[src/rtl/blackjack_pkg.sv]
`default_nettype none
// ============================================================================
//  Module   : blackjack_pkg
//  Purpose  : Shared types and constants for the blackjack hand scorer:
//             FSM state encoding, result codes, deck constants, default
//             stand/bust limits and hand-scoring helper functions.
//  Ports    : none (package)
//  Revision : 1.0  initial release
// ============================================================================
package blackjack_pkg;

  typedef enum logic [2:0] {
    ST_IDLE   = 3'd0,
    ST_REQ    = 3'd1,
    ST_WAIT   = 3'd2,
    ST_ADD    = 3'd3,
    ST_PLAYER = 3'd4,
    ST_DEALER = 3'd5,
    ST_DONE   = 3'd6
  } state_t;

  localparam logic [1:0] RES_PUSH   = 2'b00;
  localparam logic [1:0] RES_PLAYER = 2'b01;
  localparam logic [1:0] RES_DEALER = 2'b10;

  localparam int DECK_SIZE            = 52;
  localparam int RANKS                = 13;
  localparam int DEFAULT_DEALER_STAND = 17;
  localparam int DEFAULT_BUST_LIMIT   = 21;

  // An ace can be promoted from 1 to 11 only while that keeps the hand
  // within the bust limit; at most one ace is ever promoted.
  function automatic logic hand_soft(input logic [4:0] hard, input logic ace,
                                     input int limit);
    return ace && ((int'(hard) + 10) <= limit);
  endfunction

  function automatic logic [4:0] hand_best(input logic [4:0] hard, input logic ace,
                                           input int limit);
    return hand_soft(hard, ace, limit) ? hard + 5'd10 : hard;
  endfunction

endpackage : blackjack_pkg
`default_nettype wire

[src/rtl/card_value.sv]
`default_nettype none
// ============================================================================
//  Module   : card_value
//  Purpose  : Combinational card index to point value mapping.
//             rank = index mod 13; rank 0 is an ace (value 1, is_ace=1),
//             ranks 1..8 score rank+1, ranks 9..12 score 10.
//  Ports    : index  [5:0] in  - card index from the sequencer
//             value  [3:0] out - point value of the card
//             is_ace       out - card is an ace
//  Revision : 1.0  initial release
// ============================================================================
module card_value
  import blackjack_pkg::*;
(
  input  logic [5:0] index,
  output logic [3:0] value,
  output logic       is_ace
);

  logic [5:0] rank;

  always_comb begin
    rank   = index % 6'(RANKS);
    value  = 4'd0;
    is_ace = 1'b0;
    if (rank == 6'd0) begin
      value  = 4'd1;
      is_ace = 1'b1;
    end else if (rank <= 6'd8) begin
      value  = 4'(rank + 6'd1);
    end else begin
      value  = 4'd10;
    end
  end

endmodule : card_value
`default_nettype wire

[src/rtl/blackjack_hand_scorer.sv]
`default_nettype none
// ============================================================================
//  Module   : blackjack_hand_scorer
//  Purpose  : Runs one blackjack round against a card sequencer: initial
//             deal (P, D, P, D), player hit/stand decisions, dealer play to
//             the stand limit and the final result.
//  Ports    : clock, reset (async, active-high)
//             deal_start, player_hit, player_stand   - control levels
//             card_index[5:0], card_valid            - sequencer card
//             card_request                           - draw pulse (REQ state)
//             card_dealt[5:0], card_to_dealer        - last accepted card
//             card_strobe                            - high during ADD
//             player_total/dealer_total[4:0], player_soft,
//             player_bust, dealer_bust               - hand status
//             busy, result_valid, result[1:0]        - round status
//  Revision : 1.0  initial release
// ============================================================================
module blackjack_hand_scorer
  import blackjack_pkg::*;
#(
  parameter int DEALER_STAND = DEFAULT_DEALER_STAND,
  parameter int BUST_LIMIT   = DEFAULT_BUST_LIMIT
) (
  input  logic       clock,
  input  logic       reset,
  input  logic       deal_start,
  input  logic       player_hit,
  input  logic       player_stand,
  input  logic [5:0] card_index,
  input  logic       card_valid,
  output logic       card_request,
  output logic [5:0] card_dealt,
  output logic       card_to_dealer,
  output logic       card_strobe,
  output logic [4:0] player_total,
  output logic [4:0] dealer_total,
  output logic       player_soft,
  output logic       player_bust,
  output logic       dealer_bust,
  output logic       busy,
  output logic       result_valid,
  output logic [1:0] result
);

  state_t     state, next_state;

  logic [1:0] deal_cnt;
  logic       dealing;
  logic       target_dealer;
  logic [4:0] p_hard, d_hard;
  logic       p_ace, d_ace;
  logic [5:0] held_index;
  logic [3:0] held_value;
  logic       held_ace;
  logic [1:0] result_r;
  logic [5:0] dealt_r;
  logic       to_dealer_r;

  // Control from the next-state logic
  logic       start_round;
  logic       set_target;
  logic       req_target;
  logic       load_result;
  logic [1:0] result_next;

  logic [3:0] cv_value;
  logic       cv_ace;
  logic       accept;

  logic [4:0] base_hard, sum_hard, sum_best, p_best, d_best;
  logic       base_ace, sum_ace, sum_bust;

  card_value u_card_value (
    .index  (card_index),
    .value  (cv_value),
    .is_ace (cv_ace)
  );

  assign accept = (state == ST_WAIT) && card_valid && (card_index < 6'(DECK_SIZE));

  // Hand that the card in ADD is being added to, and the resulting score.
  // Hard sum cannot wrap: player hits from at most 20, dealer from at most 16.
  assign base_hard = target_dealer ? d_hard : p_hard;
  assign base_ace  = target_dealer ? d_ace  : p_ace;
  assign sum_hard  = base_hard + {1'b0, held_value};
  assign sum_ace   = base_ace | held_ace;
  assign sum_best  = hand_best(sum_hard, sum_ace, BUST_LIMIT);
  assign sum_bust  = int'(sum_hard) > BUST_LIMIT;

  assign p_best    = hand_best(p_hard, p_ace, BUST_LIMIT);
  assign d_best    = hand_best(d_hard, d_ace, BUST_LIMIT);

  // --------------------------------------------------------------------------
  // State register
  // --------------------------------------------------------------------------
  always_ff @(posedge clock or posedge reset) begin
    if (reset) begin
      state <= ST_IDLE;
    end else begin
      state <= next_state;
    end
  end

  // --------------------------------------------------------------------------
  // Next-state and control decode
  // --------------------------------------------------------------------------
  always_comb begin
    next_state  = state;
    start_round = 1'b0;
    set_target  = 1'b0;
    req_target  = 1'b0;
    load_result = 1'b0;
    result_next = RES_PUSH;

    case (state)
      ST_IDLE, ST_DONE: begin
        if (deal_start) begin
          next_state  = ST_REQ;
          start_round = 1'b1;
          set_target  = 1'b1;
          req_target  = 1'b0;
        end
      end

      ST_REQ: next_state = ST_WAIT;

      ST_WAIT: begin
        if (accept) next_state = ST_ADD;
      end

      ST_ADD: begin
        if (dealing) begin
          if (deal_cnt == 2'd3) begin
            next_state = ST_PLAYER;
          end else begin
            // Deal order alternates player, dealer, player, dealer
            next_state = ST_REQ;
            set_target = 1'b1;
            req_target = ~deal_cnt[0];
          end
        end else if (!target_dealer) begin
          if (sum_bust) begin
            next_state  = ST_DONE;
            load_result = 1'b1;
            result_next = RES_DEALER;
          end else if (int'(sum_best) == BUST_LIMIT) begin
            next_state = ST_DEALER;
          end else begin
            next_state = ST_PLAYER;
          end
        end else begin
          if (sum_bust) begin
            next_state  = ST_DONE;
            load_result = 1'b1;
            result_next = RES_PLAYER;
          end else begin
            next_state = ST_DEALER;
          end
        end
      end

      ST_PLAYER: begin
        // Stand has priority over hit; a dealt 21 stands automatically
        if (player_stand || (int'(p_best) == BUST_LIMIT)) begin
          next_state = ST_DEALER;
        end else if (player_hit) begin
          next_state = ST_REQ;
          set_target = 1'b1;
          req_target = 1'b0;
        end
      end

      ST_DEALER: begin
        if (int'(d_best) < DEALER_STAND) begin
          next_state = ST_REQ;
          set_target = 1'b1;
          req_target = 1'b1;
        end else begin
          next_state  = ST_DONE;
          load_result = 1'b1;
          if (p_best > d_best)      result_next = RES_PLAYER;
          else if (p_best < d_best) result_next = RES_DEALER;
          else                      result_next = RES_PUSH;
        end
      end

      default: next_state = ST_IDLE;
    endcase
  end

  // --------------------------------------------------------------------------
  // Datapath: captured card, hand accumulators, deal counter, result
  // --------------------------------------------------------------------------
  always_ff @(posedge clock or posedge reset) begin
    if (reset) begin
      deal_cnt      <= 2'd0;
      dealing       <= 1'b0;
      target_dealer <= 1'b0;
      p_hard        <= 5'd0;
      p_ace         <= 1'b0;
      d_hard        <= 5'd0;
      d_ace         <= 1'b0;
      held_index    <= 6'd0;
      held_value    <= 4'd0;
      held_ace      <= 1'b0;
      result_r      <= RES_PUSH;
      dealt_r       <= 6'd0;
      to_dealer_r   <= 1'b0;
    end else begin
      if (start_round) begin
        p_hard   <= 5'd0;
        p_ace    <= 1'b0;
        d_hard   <= 5'd0;
        d_ace    <= 1'b0;
        result_r <= RES_PUSH;
        deal_cnt <= 2'd0;
        dealing  <= 1'b1;
      end

      if (set_target) target_dealer <= req_target;

      // Card is valued at accept and applied one cycle later in ADD
      if (accept) begin
        held_index <= card_index;
        held_value <= cv_value;
        held_ace   <= cv_ace;
      end

      if (state == ST_ADD) begin
        if (target_dealer) begin
          d_hard <= sum_hard;
          d_ace  <= sum_ace;
        end else begin
          p_hard <= sum_hard;
          p_ace  <= sum_ace;
        end
        dealt_r     <= held_index;
        to_dealer_r <= target_dealer;
        if (dealing) begin
          deal_cnt <= deal_cnt + 2'd1;
          if (deal_cnt == 2'd3) dealing <= 1'b0;
        end
      end

      if (load_result) result_r <= result_next;
    end
  end

  // --------------------------------------------------------------------------
  // Outputs
  // --------------------------------------------------------------------------
  assign card_request   = (state == ST_REQ);
  assign card_strobe    = (state == ST_ADD);
  assign card_dealt     = dealt_r;
  assign card_to_dealer = to_dealer_r;
  assign player_total   = p_best;
  assign dealer_total   = d_best;
  assign player_soft    = hand_soft(p_hard, p_ace, BUST_LIMIT);
  assign player_bust    = int'(p_hard) > BUST_LIMIT;
  assign dealer_bust    = int'(d_hard) > BUST_LIMIT;
  assign busy           = (state != ST_IDLE) && (state != ST_DONE);
  assign result_valid   = (state == ST_DONE);
  assign result         = result_r;

endmodule : blackjack_hand_scorer
`default_nettype wire

[config.mk]
export PLATFORM = sky130hd
export DESIGN_NAME = blackjack_hand_scorer
export DESIGN_NICKNAME = d
export VERILOG_FILES = /design/src/rtl/blackjack_pkg.sv /design/src/rtl/card_value.sv /design/src/rtl/blackjack_hand_scorer.sv
export SDC_FILE = /design/constraint.sdc
export NUM_CORES = 1
export LEC_CHECK = 0
export CAP_MARGIN = 20
export CORE_ASPECT_RATIO = 0.6
export CORE_MARGIN = 1
export CORE_UTILIZATION = 40
export DETAILED_ROUTE_END_ITERATION = 7
export GPL_ROUTABILITY_DRIVEN = 1
export SLEW_MARGIN = 20
export SYNTH_ARGS = -nofsm -noshare
export SYNTH_HDL_FRONTEND = slang
export SYNTH_HIERARCHICAL = 1
export SYNTH_SLANG_ARGS = --single-unit
[constraint.sdc]
create_clock -name clock -period 3.45 [get_ports clock]
set_clock_uncertainty 0.1 [all_clocks]
set_input_delay 0.69 -clock clock [delete_from_list [all_inputs] [get_ports clock]]
set_output_delay 0.69 -clock clock [all_outputs]
set_load 0.02 [all_outputs]
== After elaboration in Yosys (flattened, before gate mapping) ==
Index checks and enable logic that the tools add are counted.
Storage, ports and cells
  register bits: 39
  input bits: 12
  output and inout bits: 26
Operators by class
  $add $sub $neg: 9
  divide/modulo/power cells: 1
  order comparisons: 11
  equal/unequal tests: 13
  multiplexer cells: 64
  bitwise operators: 2
  reduce and logical (&&, ||, !) cells: 13
Operators by type and width (count)
  $mux 5: 10
  $mux 1: 26
  $mux 2: 13
  $mux 3: 8
  $add 5x4->6 const B: 3
  $le 6x5->1 const B: 3
  $pmux 3 s6: 1
  $add 5x4->5 const B: 3
  $gt 5x5->1 const B: 3
  $eq 5x5->1 const B: 2
  $eq 3x3->1 const B: 3
  $mux 4: 2
  $eq 3x2->1 const B: 2
  $le 6x4->1 const B: 1
  $logic_and 1x1->1: 6
  $logic_not 6->1: 1
  $lt 6x6->1 const B: 1
  $mod 6x4->6 const B: 1
  $ne 3x3->1 const B: 2
  $add 5x4->5: 1
  $gt 5x5->1: 1
  $lt 5x5->1: 1
  $lt 5x5->1 const B: 1
  $add 4x1->4 const B: 1
  other kinds (15): 17

== Depth between registers and ports, before layout ==
  word-level depth: 12
  depth in mapped cells: 17
  mapped depth without buffers: 15

== By module ==
Netlist, hierarchy kept.
By module, submodules not included
  blackjack_hand_scorer: times used 1, cells an instance 319, area each 2763.9 µm², seq. area each 975.9 µm²
  card_value: times used 1, cells an instance 78, area each 603.1 µm², seq. area each 0.0 µm²

== Least setup slack after synthesis ==
No wires, ideal clock.
  path type: input to register
  start point: input port card_index[4]
  end point: register held_value[1]
  setup time: 125 ps
  arrival time: 3659 ps
  setup slack: -433 ps
  stages on the path: 15
  buffers on the path: 1
  path through: buf_6 and4b_1 a21oi_1 ha_1 a2bb2oi_2 mux2i_2 o21a_1 a21oi_1 o21ai_0 nor2b_1 ha_1 o211ai_1 or2_1 a21o_1 mux2_2
On the way
  longest elaborated chain between the ends: 4
  elaborated cells between the ends (all ways): 8
  classes of those cells: 1 x add/sub; 1 x div; 2 x order compare; 2 x mux; 2 x reduce/logical
RTL lines
  start: declaration: line blackjack_hand_scorer.sv:29  | input logic [5:0] card_index,
  $mod 6x4->6 *: line card_value.sv:23  | rank = index % 6'(RANKS);
  $le 6x4->1 or $add 4x1->4 (tied branches): line card_value.sv:29, card_value.sv:30
  $mux 4: line card_value.sv:29  | end else if (rank <= 6'd8) begin
  $mux 4 *: line card_value.sv:26  | if (rank == 6'd0) begin
  via cv_value[1]: line blackjack_hand_scorer.sv:66  | logic [3:0] cv_value;
  end signal: assignment: line blackjack_hand_scorer.sv:225  | held_value <= cv_value;
  end: declaration: line blackjack_hand_scorer.sv:53  | logic [3:0] held_value;
The timed path passes the listed nets; every way through them passes the cells marked *.
A chain may end at the register's enable or synchronous reset.

== Worst setup path in the final report ==
  start point: input port card_index[5]
  end point: register held_value[1]
Same word-level chain as after synthesis.

==> impl_metrics.toml <==
[pwr]
powerDensity_nw_per_um2 = 632.9
leakagePower_nw = 2.000
ir_drop_mv = 0.3776

[drt]
drtIter0Drc = 228
drc = 0
wl_per_cell_microns = 15.74
wirelength_microns = 8941
ant_nets = 0
viasPerCell = 5.600
vias = 3181
first_pass_iters = 4

[global_route]
track_usage_pct = 21.14
met1_usage_pct = 33.01
use_met3_pct = 3.203
antenna_found_initial = 0
use_met2_pct = 30.72
grt_pass1_vias = 2917
grt_overflow = 0
grt_max_degree = 40
top_usage_layer = "met1"
grt_pass1_wl_microns = 14680

[placed_design]
placed_area_sq_um = 4050
dp_cells = 556
dpl.hpwl_microns = 6667
gp_congestion = 0.8130
portBuffers = 37

[hold_path]
worstHoldStart = "held_index[3]$_DFFE_PP0P_"
min_path_type = "flip-flop to flip-flop"
whs_path_depth = 2

[clocking]
clock-sinks = 39
cts_root_buf = "clkbuf_16"
clk_latency_ns = 0.28
clockBufferDepth = 2
cts_tree = "built"
ctsHoldBuffers = 0
h-tree-depth = 2
cts.clk_slew.worst_paths_ns = 0.06
cts_inserted_buffers = 5

[floorplanning]
fp.dieW_microns = 120.4
core_area_sq_um = 8008
start_util_pct = 42.05
die_y_microns = 73.07
die-area_sq_um = 8800
ios = 38
rows = 25

[cells_and_area]
drive_above_1_share_pct = 24.35
nets = 493
antenna_cells = 0
finalNonFillerCells = 568
area_delta_synth_final_pct = 29.10
final_area_sq_um = 4347
fillCellCount = 771
utilization_pct = 54.28

[yosys]
synth_ff_type = "dfrtp_1"
ys_seq_area_share_pct = 28.99
synthDistinctLibCells = 73
async_flop_share_pct = 100.0
synth_common_cells = "nand2_1 (49), dfrtp_1 (39), inv_1 (30)"
syn_area_sq_um = 3367
synth.net_count = 431
yosysWarnings = 6
yosysTopAreaCellShare_pct = 28.99
synth.largest_area_cell = "dfrtp_1"
avgSynthCellArea_sq_um = 8.481
synth_edf_count = 0
yosys.cell_count.top_type = "nand2_1"
synthTopCellsByArea = "dfrtp_1 (29%), ha_1 (7.8%), nand2_1 (5.5%), mux2_2 (4.3%), o21ai_0 (3.4%)"
synth_seq_cells = 39
synthCells = 397

[critical_path]
cp.arrival_ns = 3.41
crit_path_start_kind = "primary input"
path_max_fanout = 4
rrSetupSlack_ns = 0.23
endpoint_kind = "flip-flop"
crit_end = "held_value[1]$_DFFE_PP0P_"
required_ns = 3.52
crit_type = "primary input to flip-flop"
r2r-end = "result[0]$_DFFE_PP0P_"
cp-startpoint = "card_index[5]"
regToRegStartpoint = "d_hard[1]$_DFF_PP0_"
r2r_cells = 15

[flow_run]
maxCapViolCount = 0

[sta]
fin_crit_sh_pct = 96.75
worst_slew_pin_slew_ns = 0.5577
period_minus_slack_ns = 3.338
setup_viol = 0
timing.slew.headroom_pct = 62.55
hold_viol = 0
finalSetupTns_ns = 0
slew_viol_final = 0
fmax_mhz = 299.6

[status]
status = "completed"
-- cell type report --
class                           count  area (sq um)  area share [%]
Clock inverter                      3         20.02          0.4606
Timing Repair Buffer               80         676.9           15.57
Inverter                           30         112.6           2.591
Multi-Input combinational cell    303          2300           52.91
Sequential cell                    39         977.2           22.48
Clock buffer                        5         125.1           2.879
Tap cell                          108         135.1           3.109
-- per-stage QoR --
step / power [mW] / hold slack (ns) / setup slack [ns]
6_report: 2.751 / 0.3620 / 0.1123
5_1_grt: 2.939 / 0.4092 / -0.009489
4_1_cts: 2.698 / 0.3643 / 0.008578
3_5_place_dp: 2.221 / 0.3474 / -0.6093
3_3_place_gp: 2.188 / 0.3428 / -0.4676
2_1_floorplan: 1.719 / 0.3331 / -0.2840
-- registers in the layout (all words and copies together) (netlist names), 2 cells and up --
name        count
card_dealt      6
held_index      6
d_hard          5
p_hard          5
held_value      4
state           3
deal_cnt        2
result          2
-- layout by cell type (no fill, tap or decap), types with 6 or more instances in the layout --
master	count
inv_1	28
nand2b_1	8
nor2_1	12
nand2_1	49
buf_4	41
mux2_2	11
a21oi_1	16
nor3_1	7
nand3b_1	6
ha_1	17
a21o_1	6
a31oi_1	7
o21ai_0	22
dfrtp_1	38
o21a_1	7
nor2b_1	7
o211ai_1	6
nand3_1	18
clkdlybuf4s50_1	25
-- worst min-delay path by stage --
stage,endpoint,slack (ns)
global route,card_dealt[3]$_DFFE_PP0P_,0.41
detailed placement,card_dealt[0]$_DFFE_PP0P_,0.35
floorplan,card_dealt[0]$_DFFE_PP0P_,0.33
CTS,card_dealt[1]$_DFFE_PP0P_,0.36
finish,card_dealt[3]$_DFFE_PP0P_,0.36
global placement,card_dealt[0]$_DFFE_PP0P_,0.34
-- metal layers --
layer | vias up | wire length, microns
li1 | 1564 | -
met1 | 1536 | 4824
met4 | 0 | 51
met5 | - | 0
met3 | 8 | 420
met2 | 73 | 3645
-- cells by family after synthesis --
family / share of synthesized area [%]
AO/OA/AOI/OAI: 22.85
XOR/XNOR: 2.341
adder cells (fa/ha/maj): 8.398
buffers and inverters: 7.767
flip-flops: 28.99
multiplexers: 6.838
AND/OR/NAND/NOR: 22.82
-- where the power goes --
group / total, mW / switching (mW) / internal (mW)
clock network: 0.458 / 0.192 / 0.266
registers: 0.731 / 0.130 / 0.601
logic: 1.56 / 0.872 / 0.690
-- worst max-delay path, stage by stage --
cell and delay (ns):
buf_6 0.10, and4b_1 0.21, a21oi_4 0.16, ha_4 0.18, a2bb2oi_4 0.19, mux2i_2 0.26, o21a_1 0.22, a21oi_4 0.09
o21ai_2 0.15, nor2b_2 0.16, ha_2 0.20, o211ai_1 0.10, or2_1 0.25, a21o_1 0.18, mux2_2 0.25
-- repair_timing --
| action | CTS | global route |
|---|---|---|
| setup endpoints to repair | 10 | 11 |
| buffers inserted | 3 | 1 |
| gates resized for setup | 18 | 37 |
| pin swaps | 6 | 11 |
No activity file was read; power rests on OpenSTA's default activity.
